[config.mk]
export PLATFORM = sky130hd
export DESIGN_NAME = router_sync
export DESIGN_NICKNAME = d
export VERILOG_FILES = /design/src/rtl/router_pkg.sv /design/src/rtl/router_sync_timer.sv /design/src/rtl/router_sync.sv
export SDC_FILE = /design/constraint.sdc
export NUM_CORES = 1
export LEC_CHECK = 0
export BUFFER_PORTS_ARGS = -buffer_cell sky130_fd_sc_hd__buf_2
export CAP_MARGIN = 25
export CORE_MARGIN = 3
export CORE_UTILIZATION = 48
export CTS_CLUSTER_SIZE = 12
export DETAILED_ROUTE_END_ITERATION = 16
export GPL_TIMING_DRIVEN = 0
export PLACE_DENSITY = 0.83
export SLEW_MARGIN = 20
export SYNTH_ARGS = -nofsm -noshare
export SYNTH_HDL_FRONTEND = slang
export SYNTH_HIERARCHICAL = 1
export SYNTH_SLANG_ARGS = --single-unit
[constraint.sdc]
create_clock -name clk -period 1.25 [get_ports clk]
set_clock_uncertainty 0.05 [all_clocks]
set_input_delay 0.125 -clock clk [delete_from_list [all_inputs] [get_ports clk]]
set_output_delay 0.125 -clock clk [all_outputs]
set_load 0.1 [all_outputs]
[src/rtl/router_pkg.sv]
// Shared constants for the 1x3 router datapath glue.
package router_pkg;
  localparam int NUM_CH          = 3;
  localparam int ADDR_W          = 2;
  localparam logic [ADDR_W-1:0] ADDR_INVALID = 2'b11;
  localparam int TIMEOUT_DEFAULT = 30;
endpackage

[src/rtl/router_sync_timer.sv]
// Per-channel read watchdog: one-cycle soft_reset after TIMEOUT undrained edges.
module router_sync_timer #(
  parameter int TIMEOUT = 30,
  parameter int CNT_W   = 5
) (
  input  logic clk,
  input  logic reset,
  input  logic vld,
  input  logic read_enb,
  output logic soft_reset
);
  localparam logic [CNT_W-1:0] LAST = CNT_W'(TIMEOUT - 1);

  logic [CNT_W-1:0] cnt;

  // Counter restarts on the firing edge, so a FIFO still clearing cannot re-trigger.
  always_ff @(posedge clk) begin
    if (reset || !vld || read_enb) begin
      cnt        <= '0;
      soft_reset <= 1'b0;
    end else if (cnt == LAST) begin
      cnt        <= '0;
      soft_reset <= 1'b1;
    end else begin
      cnt        <= cnt + CNT_W'(1);
      soft_reset <= 1'b0;
    end
  end
endmodule

[src/rtl/router_sync.sv]
// Header address latch, write steering and per-channel timeout for the 1x3 router.
module router_sync
  import router_pkg::*;
#(
  parameter int TIMEOUT = TIMEOUT_DEFAULT,
  parameter int CNT_W   = 5
) (
  input  logic              clk,
  input  logic              reset,
  input  logic              detect_add,
  input  logic [ADDR_W-1:0] data_in,
  input  logic              write_enb_reg,
  input  logic              read_enb_0,
  input  logic              read_enb_1,
  input  logic              read_enb_2,
  input  logic              empty_0,
  input  logic              empty_1,
  input  logic              empty_2,
  input  logic              full_0,
  input  logic              full_1,
  input  logic              full_2,
  output logic [NUM_CH-1:0] write_enb,
  output logic              fifo_full,
  output logic              vld_out_0,
  output logic              vld_out_1,
  output logic              vld_out_2,
  output logic              soft_reset_0,
  output logic              soft_reset_1,
  output logic              soft_reset_2
);
  logic [ADDR_W-1:0] addr;
  logic [NUM_CH-1:0] vld_v, rd_v, sr_v;

  // A header and a write in the same cycle still use the previous address.
  always_ff @(posedge clk) begin
    if (reset)           addr <= ADDR_INVALID;
    else if (detect_add) addr <= data_in;
  end

  always_comb begin
    write_enb = '0;
    fifo_full = 1'b0;
    case (addr)
      2'd0: begin write_enb = {2'b00, write_enb_reg};        fifo_full = full_0; end
      2'd1: begin write_enb = {1'b0, write_enb_reg, 1'b0};   fifo_full = full_1; end
      2'd2: begin write_enb = {write_enb_reg, 2'b00};        fifo_full = full_2; end
      default: ;
    endcase
  end

  assign vld_v = {~empty_2, ~empty_1, ~empty_0};
  assign rd_v  = {read_enb_2, read_enb_1, read_enb_0};

  assign vld_out_0    = vld_v[0];
  assign vld_out_1    = vld_v[1];
  assign vld_out_2    = vld_v[2];
  assign soft_reset_0 = sr_v[0];
  assign soft_reset_1 = sr_v[1];
  assign soft_reset_2 = sr_v[2];

  for (genvar i = 0; i < NUM_CH; i++) begin : g_ch
    router_sync_timer #(.TIMEOUT(TIMEOUT), .CNT_W(CNT_W)) u_tmr (
      .clk       (clk),
      .reset     (reset),
      .vld       (vld_v[i]),
      .read_enb  (rd_v[i]),
      .soft_reset(sr_v[i])
    );
  end
endmodule

==> run metrics, run 1 <==
run status finished, violations left; failing checks setup timing; Worst setup EP type output port; via count ~630; post-synthesis xor/xnor area fraction under 10%; Tot Pwr 1.14 mW; antenna cell count 0; Setup Buffers After CTS 0; fmax between 700 and 800 MHz; Cell variety after synth 17; DR DRC count 0; Hold EP addr[1]; CTS clk-pin slew, worst paths approximately 0.1 ns; number of global-route vias before repair ~580; # setup viols final 4; capturing point of the worst reg2reg path g_ch[2].u_tmr/cnt[4]; die width about 48 µm; Setup TNS -0.240 ns; Synth area leader dfxtp_1; hold depth 2; GRT overflow 0; vias per inst ~5.0; Area Growth Syn to Fin 32.7%; Final WS setup -0.110 ns; Detailed Route WL about 1400 µm; # clock sinks 20; dpl ws 0.0263 ns; IO Port Bufs 24; Die Y about 48 µm; clk_lat worst skew about 0.28 ns; CP arrival 1.18 ns; buffer levels on the longest clock path 2; placed instance area 1010 µm²; Compound-Gate Fraction of Synth Area 2.69%; Syn Area/Cell 9.96 µm²; Num CTS Buffers 3; RePlAce Congestion between 0.7 and 0.8; ys async rst share 0%; CP required 1.08 ns; CP Class reg2out; worst hold margin approximately 0.008 ns; Cell Pwr Density 1030 nW/µm²; first-pass GRT wire length 2240 µm; largest net degree at the start of global routing 11; max cap viols 0; Worst-Margin Slew 0.486 ns; Core ar. roughly 1600 µm²; Nets 135; dpl cells ~120; Synth area leaders dfxtp_1, ha_1, nor2_1, xor2_1, nor3b_2; proportion of netlist area held by the largest area contributor 47.8%; Post-synth top flop dfxtp_1; wire per inst about 11 µm; Starting Density 53.1%; Net Count, Synth 105; CTS tree yes; static leakage 0.454 nW; Peak VDD IR 0.714 mV; Seq/Total Area, Yosys between 40% and 50%; Iteration-0 DRC Markers 2; number of core rows 14; Worst R2R Path Depth 4; hold path startpoint data_in[1]; synth cell count leaders dfxtp_1, nor2_1; Crit Reg-Reg Startpoint g_ch[2].u_tmr/cnt[0]; CP max FO 6; area share of fa/ha/maj cells after synthesis 8.97%; Slew headroom 67.8%; Synth Cell Area 837 µm²; simple-gate portion of the synthesized area about 27%; FF+latch count, synth 20; mux share of post-synthesis cell area 1.20%; Non-Filler Instances 128; Yosys Warn Count 6; RSZ-0062 raised after global routing yes; number of enable flip-flop cells after synthesis 0; total track usage 14.4%; Tmin final 1.36 ns; Hold WC Path Type in2reg; worst reg2reg setup slack 0.22 ns; share of cells above drive strength 1 a little under two fifths; initial antenna violation count 0; Boundary Pins 25; most frequent cell after synthesis dfxtp_1; H-Tree Level Count 1; CP startpoint kind flop; Pre-antenna DRT Iters 4; ANT nets after route 0; CTS root buf clkbuf_4; post-route clock period utilization 109%; Finished Cell Area 1110 µm²; Syn Inst Count 84; Post-DP HPWL 1040 µm; max-slew violations 0; largest family of logic cells by synthesized area simple AND/OR/NAND/NOR gates; final hold vios 0; Final Util 70.5%; Die ar. 2280 µm²
[worst max path at each step]
stage / start / to / cells past startpoint
5_1_grt: addr[1] / fifo_full / 3
6_report: addr[1] / fifo_full / 3
4_1_cts: addr[1] / fifo_full / 3
3_3_place_gp: addr[1] / fifo_full / 3
2_1_floorplan: addr[1] / write_enb[0] / 1
3_5_place_dp: addr[1] / fifo_full / 3
[flip-flops by register name, indices dropped and copies added, names as in the netlist]
name and count:
addr 2, g_ch.u_tmr/soft_reset 3, g_ch.u_tmr/cnt 15
[cell type report]
class	instances	area (µm²)
Tap cell	16	20.0
Inverter	6	33.8
Multi-Input combinational cell	58	449
Fill cell	116	465
Clock buffer	3	22.5
Timing Repair Buffer	25	180
Sequential cell	20	405
[cell families after synthesis]
group	count (synthesis)
compound gates	3
xor+xnor	9
fa+ha+maj	6
buf+inv	6
flops	20
mux	1
simple gates	39
[layout by cell type, fill, tap and decap left out, drive strengths merged]
master,n
dfxtp,20
ha,6
nand3,6
nor2,15
clkinvlp,3
mux2i,1
buf,24
nor2b,5
nand3b,1
clkbuf,3
xnor2,3
nor3b,4
and3b,2
xor2,6
dlygate4sd3,1
nand2,3
o21ai,1
inv,3
a211o,2
nand4,3
[layer usage]
layer / global-route usage (%) / up-vias / share of wire (%)
li1: - / 334 / -
met1: 15.3 / 278 / 41
met2: 26.6 / 20 / 51
met3: 3.38 / 2 / 7.2
met4: 6.45 / 0 / 1.1
met5: 0 / - / 0
[critical path, cell delays in order, from the launching register on]
cell	delay, ns
dfxtp_4	0.39
mux2i_4	0.19
o21ai_4	0.14
buf_12	0.19
[what timing repair did]
| item | CTS | global route |
|---|---|---|
| hold buffers | 1 | 0 |
| endpoints found under the hold margin | 1 | 0 |
| resized for setup | 17 | 0 |
| pin swaps | 1 | 0 |
| endpoints found under the setup margin | 4 | 4 |
[power by group]
part	switching [mW]	total, mW	internal, mW
combinational	0.128	0.201	0.0732
sequential	0.0155	0.662	0.647
clock	0.167	0.279	0.112
Note: power is estimated with default switching activity, not from simulation.
==> run 2, diff against run 1 <==
--- a/config.mk
+++ b/config.mk
@@ -5,14 +5,15 @@
 export SDC_FILE = /design/constraint.sdc
 export NUM_CORES = 1
 export LEC_CHECK = 0
+export ABC_AREA = 1
 export BUFFER_PORTS_ARGS = -buffer_cell sky130_fd_sc_hd__buf_2
 export CAP_MARGIN = 25
 export CORE_MARGIN = 3
-export CORE_UTILIZATION = 48
+export CORE_UTILIZATION = 50
 export CTS_CLUSTER_SIZE = 12
 export DETAILED_ROUTE_END_ITERATION = 16
 export GPL_TIMING_DRIVEN = 0
-export PLACE_DENSITY = 0.83
+export PLACE_DENSITY = 0.84
 export SLEW_MARGIN = 20
 export SYNTH_ARGS = -nofsm -noshare
 export SYNTH_HDL_FRONTEND = slang
==> run 2 against run 1 <==
Compared with the run above:
- the flow still finishes with violations (setup timing)
- clock-buffer cell count up 1
- synthesized cell count grew 52%
- global-route usage rose by 4.5 points
- critical path depth is the same
- critical path type unchanged
- highest routed layer unchanged
==> run metrics, run 2 <==
Detailed Route WL 1980 µm (+40%); proportion of netlist area held by the largest area contributor 42.6% (-5.3 points); initial antenna violation count 0 (unchanged); Starting Density 53.9% (+0.81 points); Net Count, Synth 149 (+42%); Post-synth top flop dfxtp_1; largest net degree at the start of global routing 12 (+1); Hold WC Path Type in2reg; GRT overflow 0 (unchanged); vias per inst 4.82 (-2.7%); Syn Area/Cell 7.35 µm² (-26%); number of core rows 15 (+1); Comb pwr share 17.8% (+0.2 points); IO Port Bufs 24 (unchanged); Synth area leaders dfxtp_1, inv_1, nand2_1, ha_1, nor2_1; number of global-route vias before repair 926 (+61%); H-Tree Level Count 1 (unchanged); CP startpoint kind flop; Worst R2R Path Depth 7 (+3); Cell variety after synth 11 (-6); die width 49.4 µm (+3.4%); largest family of logic cells by synthesized area simple AND/OR/NAND/NOR gates; Compound-Gate Fraction of Synth Area 0% (-2.7 points); first-pass GRT wire length 3590 µm (+61%); Crit Reg-Reg Startpoint g_ch[2].u_tmr/cnt[1]; area share of fa/ha/maj cells after synthesis 7.98% (-0.99 points); Peak VDD IR 0.769 mV (+7.6%); Multi-input gate area 497 µm² (+11%); Final WS setup -0.0568 ns (+0.0531 ns); Clk pwr share 28.8% (+4.4 points); DR DRC count 0 (unchanged); Die Y 49.4 µm (+3.4%); dpl cells 177 (+43%); Largest Register g_ch.u_tmr/cnt; Area Growth Syn to Fin 39.2%; Boundary Pins 25 (unchanged); Num CTS Buffers 3 (unchanged); Hold EP addr[1]; via count 892 (+41%); run status finished, violations left; ys async rst share 0% (unchanged); Iteration-0 DRC Markers 13 (+11); share of cells above drive strength 1 32.5% (-5.9 points); CP max FO 5 (-1); Int Pwr 897 µW (+7.9%); worst hold margin 0.0270 ns (+0.0190 ns); buffer levels on the longest clock path 2 (unchanged); synth cell count leaders inv_1, nand2_1, dfxtp_1, nor2_1, nand3_1; Non-Filler Instances 185 (+45%); Core ar. 1750 µm² (+11%); wire per inst 10.7 µm (-2.8%); Final Util 75.1% (+4.6 points); max cap viols 0 (unchanged); CTS root buf clkbuf_4; # clock sinks 20 (unchanged); Setup Buffers After CTS 0 (unchanged); static leakage 0.619 nW (+37%); CP Class reg2out; fmax 765 MHz (+4.1%); Net Switching 350 µW (+13%); # setup viols final 4 (unchanged); most frequent cells in the layout nand2_1, inv_1, buf_2; clk_lat worst skew 0.29 ns (about the same); post-route clock period utilization 105% (-4.2 points); CTS tree yes; hold depth 3 (+1); most frequent cell after synthesis inv_1; CP arrival 1.13 ns (-0.05 ns); mux share of post-synthesis cell area 0% (-1.2 points); RePlAce Congestion 0.746 (+4.4%); hold path startpoint data_in[1]; simple-gate portion of the synthesized area 36.3% (+9.1 points); FF/Latch Area 409 µm² (+0.93%); Worst setup EP type output port; Die ar. 2440 µm² (+6.9%); failing checks setup timing; FF+latch count, synth 20 (unchanged); Largest register FFs 15 (unchanged); Synth area leader dfxtp_1; Tot Pwr 1.25 mW (+9.2%); ANT nets after route 0 (unchanged); Worst-Margin Slew 0.490 ns (+0.00369 ns); Post-DP HPWL 1480 µm (+42%); Yosys Warn Count 6 (unchanged); Flop pwr share 53.4% (-4.6 points); antenna cell count 0 (unchanged); RSZ-0062 raised after global routing yes; Fill cells 139 (+20%); Synth Cell Area 941 µm² (+12%); Cell Pwr Density 952 nW/µm² (-7.4%); Nets 182 (+35%); Setup TNS -0.185 ns (+0.0553 ns); final hold vios 0 (unchanged); sw frac 28.0% (+0.87 points); CTS clk-pin slew, worst paths 0.11 ns (about the same); Tmin final 1.31 ns (-0.0531 ns); number of enable flip-flop cells after synthesis 0 (unchanged); Seq/Total Area, Yosys 42.6% (-5.3 points); worst reg2reg setup slack 0.13 ns (-0.09 ns); CP required 1.08 ns (about the same); Largest regs g_ch.u_tmr/cnt: 15 flops, g_ch.u_tmr/soft_reset: 3 flops, addr: 2 flops; Slew headroom 67.6% (-0.24 points); most common cell after layout, fill and taps aside nand2_1; max-slew violations 0 (unchanged); Syn Inst Count 128 (+52%); capturing point of the worst reg2reg path g_ch[2].u_tmr/cnt[3]; total track usage 18.9% (+4.5 points); Pre-antenna DRT Iters 4 (unchanged); post-synthesis xor/xnor area fraction 2.79% (-6.6 points)
[run 2: changes by cell type after synthesis, sizes merged, moves of 4 or more]
cell,change
nand2,+28
nand3,+6
xor2,-6
nor3,+6
nor3b,-4
nor2b,-5
inv,+20
[run 2: cell type report]
class                           instances  area share, %
Inverter                               26           8.69
Clock buffer                            4           2.77
Sequential cell                        20           31.2
Multi-Input combinational cell         82           37.9
Timing Repair Buffer                   28           17.0
Tap cell                               25           2.39
[run 2: repair_timing]
action                                  in CTS  in global routing
cloned                                       0                  0
endpoints found under the setup margin       4                  6
pin swaps                                    2                  1
hold buffers                                 4                  0
endpoints found under the hold margin        4                  0
gates resized for setup                     19                  2
[run 2: per-layer routing]
layer | part of all wire (%) | GRT usage [%]
met3 | 4.8 | 4.89
met5 | 0 | 0
met2 | 54 | 38.6
met4 | 2.3 | 6.91
met1 | 39 | 17.4
[run 2: power groups by stage]
| stage | clock network, mW | registers (mW) | logic [mW] |
|---|---|---|---|
| after floorplan | 0 | 0.677 | 0.136 |
| after global placement | 0 | 0.678 | 0.178 |
| after detailed placement | 0 | 0.680 | 0.184 |
| after CTS | 0.375 | 0.666 | 0.221 |
| after global routing | 0.415 | 0.668 | 0.235 |
| final | 0.359 | 0.666 | 0.222 |
[run 2: critical path, stage by stage, from the launching register on]
cell and delay [ns]:
dfxtp_4 0.42, inv_4 0.06, nor3_4 0.16, buf_12 0.20
[run 2: worst max-delay path by stage]
| stage | start | endpoint | slack [ns] | cells after the start |
|---|---|---|---|---|
| final | addr[0] | write_enb[1] | -0.06 | 3 |
| after global routing | addr[0] | fifo_full | -0.12 | 4 |
| after CTS | addr[0] | fifo_full | -0.07 | 4 |
| after detailed placement | addr[1] | fifo_full | 0.05 | 4 |
| after global placement | addr[1] | fifo_full | 0.08 | 4 |
| after floorplan | addr[1] | write_enb[1] | -0.09 | 1 |
[run 2: logic make-up (layout without fill, tap and decap cells)]
family / after synthesis / count (layout)
simple gates: 73 / 73
buf+inv: 26 / 58
flops: 20 / 20
fa+ha+maj: 6 / 6
xor+xnor: 3 / 3
[run 2: per-stage QoR]
| stage | cell area [µm²] | worst slack (ns) |
|---|---|---|
| floorplan | 1000 | -0.0920 |
| global placement | 1150 | 0.0847 |
| detailed placement | 1150 | 0.0479 |
| CTS | 1310 | -0.0681 |
| global route | 1310 | -0.119 |
| finish | 1310 | -0.0568 |
==> run 3, diff against run 2 <==
--- a/config.mk
+++ b/config.mk
@@ -14,6 +14,7 @@
 export DETAILED_ROUTE_END_ITERATION = 16
 export GPL_TIMING_DRIVEN = 0
 export PLACE_DENSITY = 0.84
+export SKIP_CTS_REPAIR_TIMING = 1
 export SLEW_MARGIN = 20
 export SYNTH_ARGS = -nofsm -noshare
 export SYNTH_HDL_FRONTEND = slang
==> run 3 against run 2 <==
Compared with the run above:
- the run still ends with setup timing left
- register-to-register slack is essentially flat
- critical path depth is the same
- largest cell class unchanged
- global-route usage shrank 1.2 points
- utilization is the same
- non-clock buffer count is the same
- first-iteration DRC count is the same
- final area is the same
- die area is the same
- clock-buffer cell count is the same
- largest power group unchanged
- total power grew 0.36%
- maximum frequency shrank 0.73%
- worst setup slack lost 0.0097 ns
==> run metrics, run 3 (synthesis gave the netlist of run 2 again) <==
vias per inst 4.83 (+0.11%); Slew headroom 67.7% (+0.14 points); CTS tree yes; Num CTS Buffers 3 (unchanged); CP Class reg2out; static leakage 0.619 nW (about the same); share of cells above drive strength 1 32.5% (unchanged); number of global-route vias before repair 874 (-5.6%); Detailed Route WL 2040 µm (+2.8%); largest net degree at the start of global routing 12 (unchanged); run status finished, violations left; Hold WC Path Type in2reg; failing checks setup timing; CP startpoint kind flop; Tot Pwr 1.25 mW (+0.36%); Boundary Pins 25 (unchanged); Die ar. 2440 µm² (unchanged); CP arrival 1.14 ns (about the same); Worst-Margin Slew 0.487 ns (-0.00215 ns); Finished Cell Area 1310 µm² (unchanged); # clock sinks 20 (unchanged); Nets 182 (unchanged); # setup viols final 4 (unchanged); worst reg2reg setup slack 0.12 ns (about the same); Peak VDD IR 0.780 mV (+1.4%); placed instance area 1150 µm² (unchanged); Setup TNS -0.208 ns (-0.0234 ns); clk_lat worst skew 0.29 ns (about the same); dpl cells 177 (unchanged); GRT overflow 0 (unchanged); antenna cell count 0 (unchanged); most common cell after layout, fill and taps aside nand2_1; final hold vios 0 (unchanged); max cap viols 0 (unchanged); Core ar. 1750 µm² (unchanged); Largest Register g_ch.u_tmr/cnt; dpl ws 0.0479 ns (unchanged); Largest regs g_ch.u_tmr/cnt: 15 flops, g_ch.u_tmr/soft_reset: 3 flops, addr: 2 flops; Pre-antenna DRT Iters 4 (unchanged); Tmin final 1.32 ns (+0.00966 ns); CP max FO 5 (unchanged); IO Port Bufs 24 (unchanged); first-pass GRT wire length 3420 µm (-4.8%); FF/Latch Area 409 µm² (unchanged); Final Util 75.1% (unchanged); Fill cells 139 (unchanged); wire per inst 11.0 µm (+2.8%); initial antenna violation count 0 (unchanged); ANT nets after route 0 (unchanged); max-slew violations 0 (unchanged); Final WS setup -0.0665 ns (-0.00966 ns); Area Growth Syn to Fin 39.2% (unchanged); CP required 1.08 ns (about the same); Largest register FFs 15 (unchanged); DR DRC count 0 (unchanged); total track usage 17.7% (-1.2 points); fmax 760 MHz (-0.73%); Starting Density 53.9% (unchanged); Die Y 49.4 µm (unchanged); via count 893 (+0.11%); die width 49.4 µm (unchanged); buffer levels on the longest clock path 2 (unchanged); Non-Filler Instances 185 (unchanged); number of core rows 15 (unchanged); Worst setup EP type output port; Iteration-0 DRC Markers 13 (unchanged); RSZ-0062 raised after global routing yes; CTS clk-pin slew, worst paths 0.11 ns (about the same); most frequent cells in the layout nand2_1, inv_1, buf_2; Multi-input gate area 497 µm² (unchanged); Cell Pwr Density 955 nW/µm² (+0.36%); RePlAce Congestion 0.746 (unchanged); Post-DP HPWL 1480 µm (unchanged); worst hold margin 0.0260 ns (-0.00105 ns); post-route clock period utilization 105% (+0.77 points); CTS root buf clkbuf_4; H-Tree Level Count 1 (unchanged)
[run 3: cell counts in the layout (fill, tap and decap cells not counted)]
Identical to the previous run, type by type.
[run 3: power by group]
group,internal (mW),switching [mW]
clock network,0.177,0.185
registers,0.646,0.0204
logic,0.0739,0.148
total,0.897,0.354
[run 3: layout make-up]
type / count / share of cell area (%)
clock buffer: 4 / 2.77
inverter: 26 / 8.69
multi-input combinational: 82 / 37.9
sequential: 20 / 31.2
tap: 25 / 2.39
timing repair buffer: 28 / 17.0
[run 3: metal layers]
metal  GRT usage, %  wire length [µm]  vias to the layer above
met2           33.7              1120                       18
met3           4.59                80                        2
met4           5.53                15                        0
met5              0                 0                        -
li1               -                 -                      459
met1           18.7               821                      414
[run 3: worst max-delay path, cell delays in order, from the launching register on]
cell     delay [ns]
dfxtp_4        0.43
inv_4          0.06
nor3_4         0.16
buf_12         0.20
[run 3: path summary, 6_finish.rpt]
| kind | startpoint | to | cells past startpoint |
|---|---|---|---|
| worst min-delay path | data_in[1] | addr[1] | 3 |
| worst max register to register | g_ch[2].u_tmr/cnt[1] | g_ch[2].u_tmr/cnt[3] | 7 |
| worst min register to register | g_ch[1].u_tmr/cnt[0] | g_ch[1].u_tmr/cnt[0] | 1 |
| worst max-delay path | addr[0] | write_enb[1] | 3 |
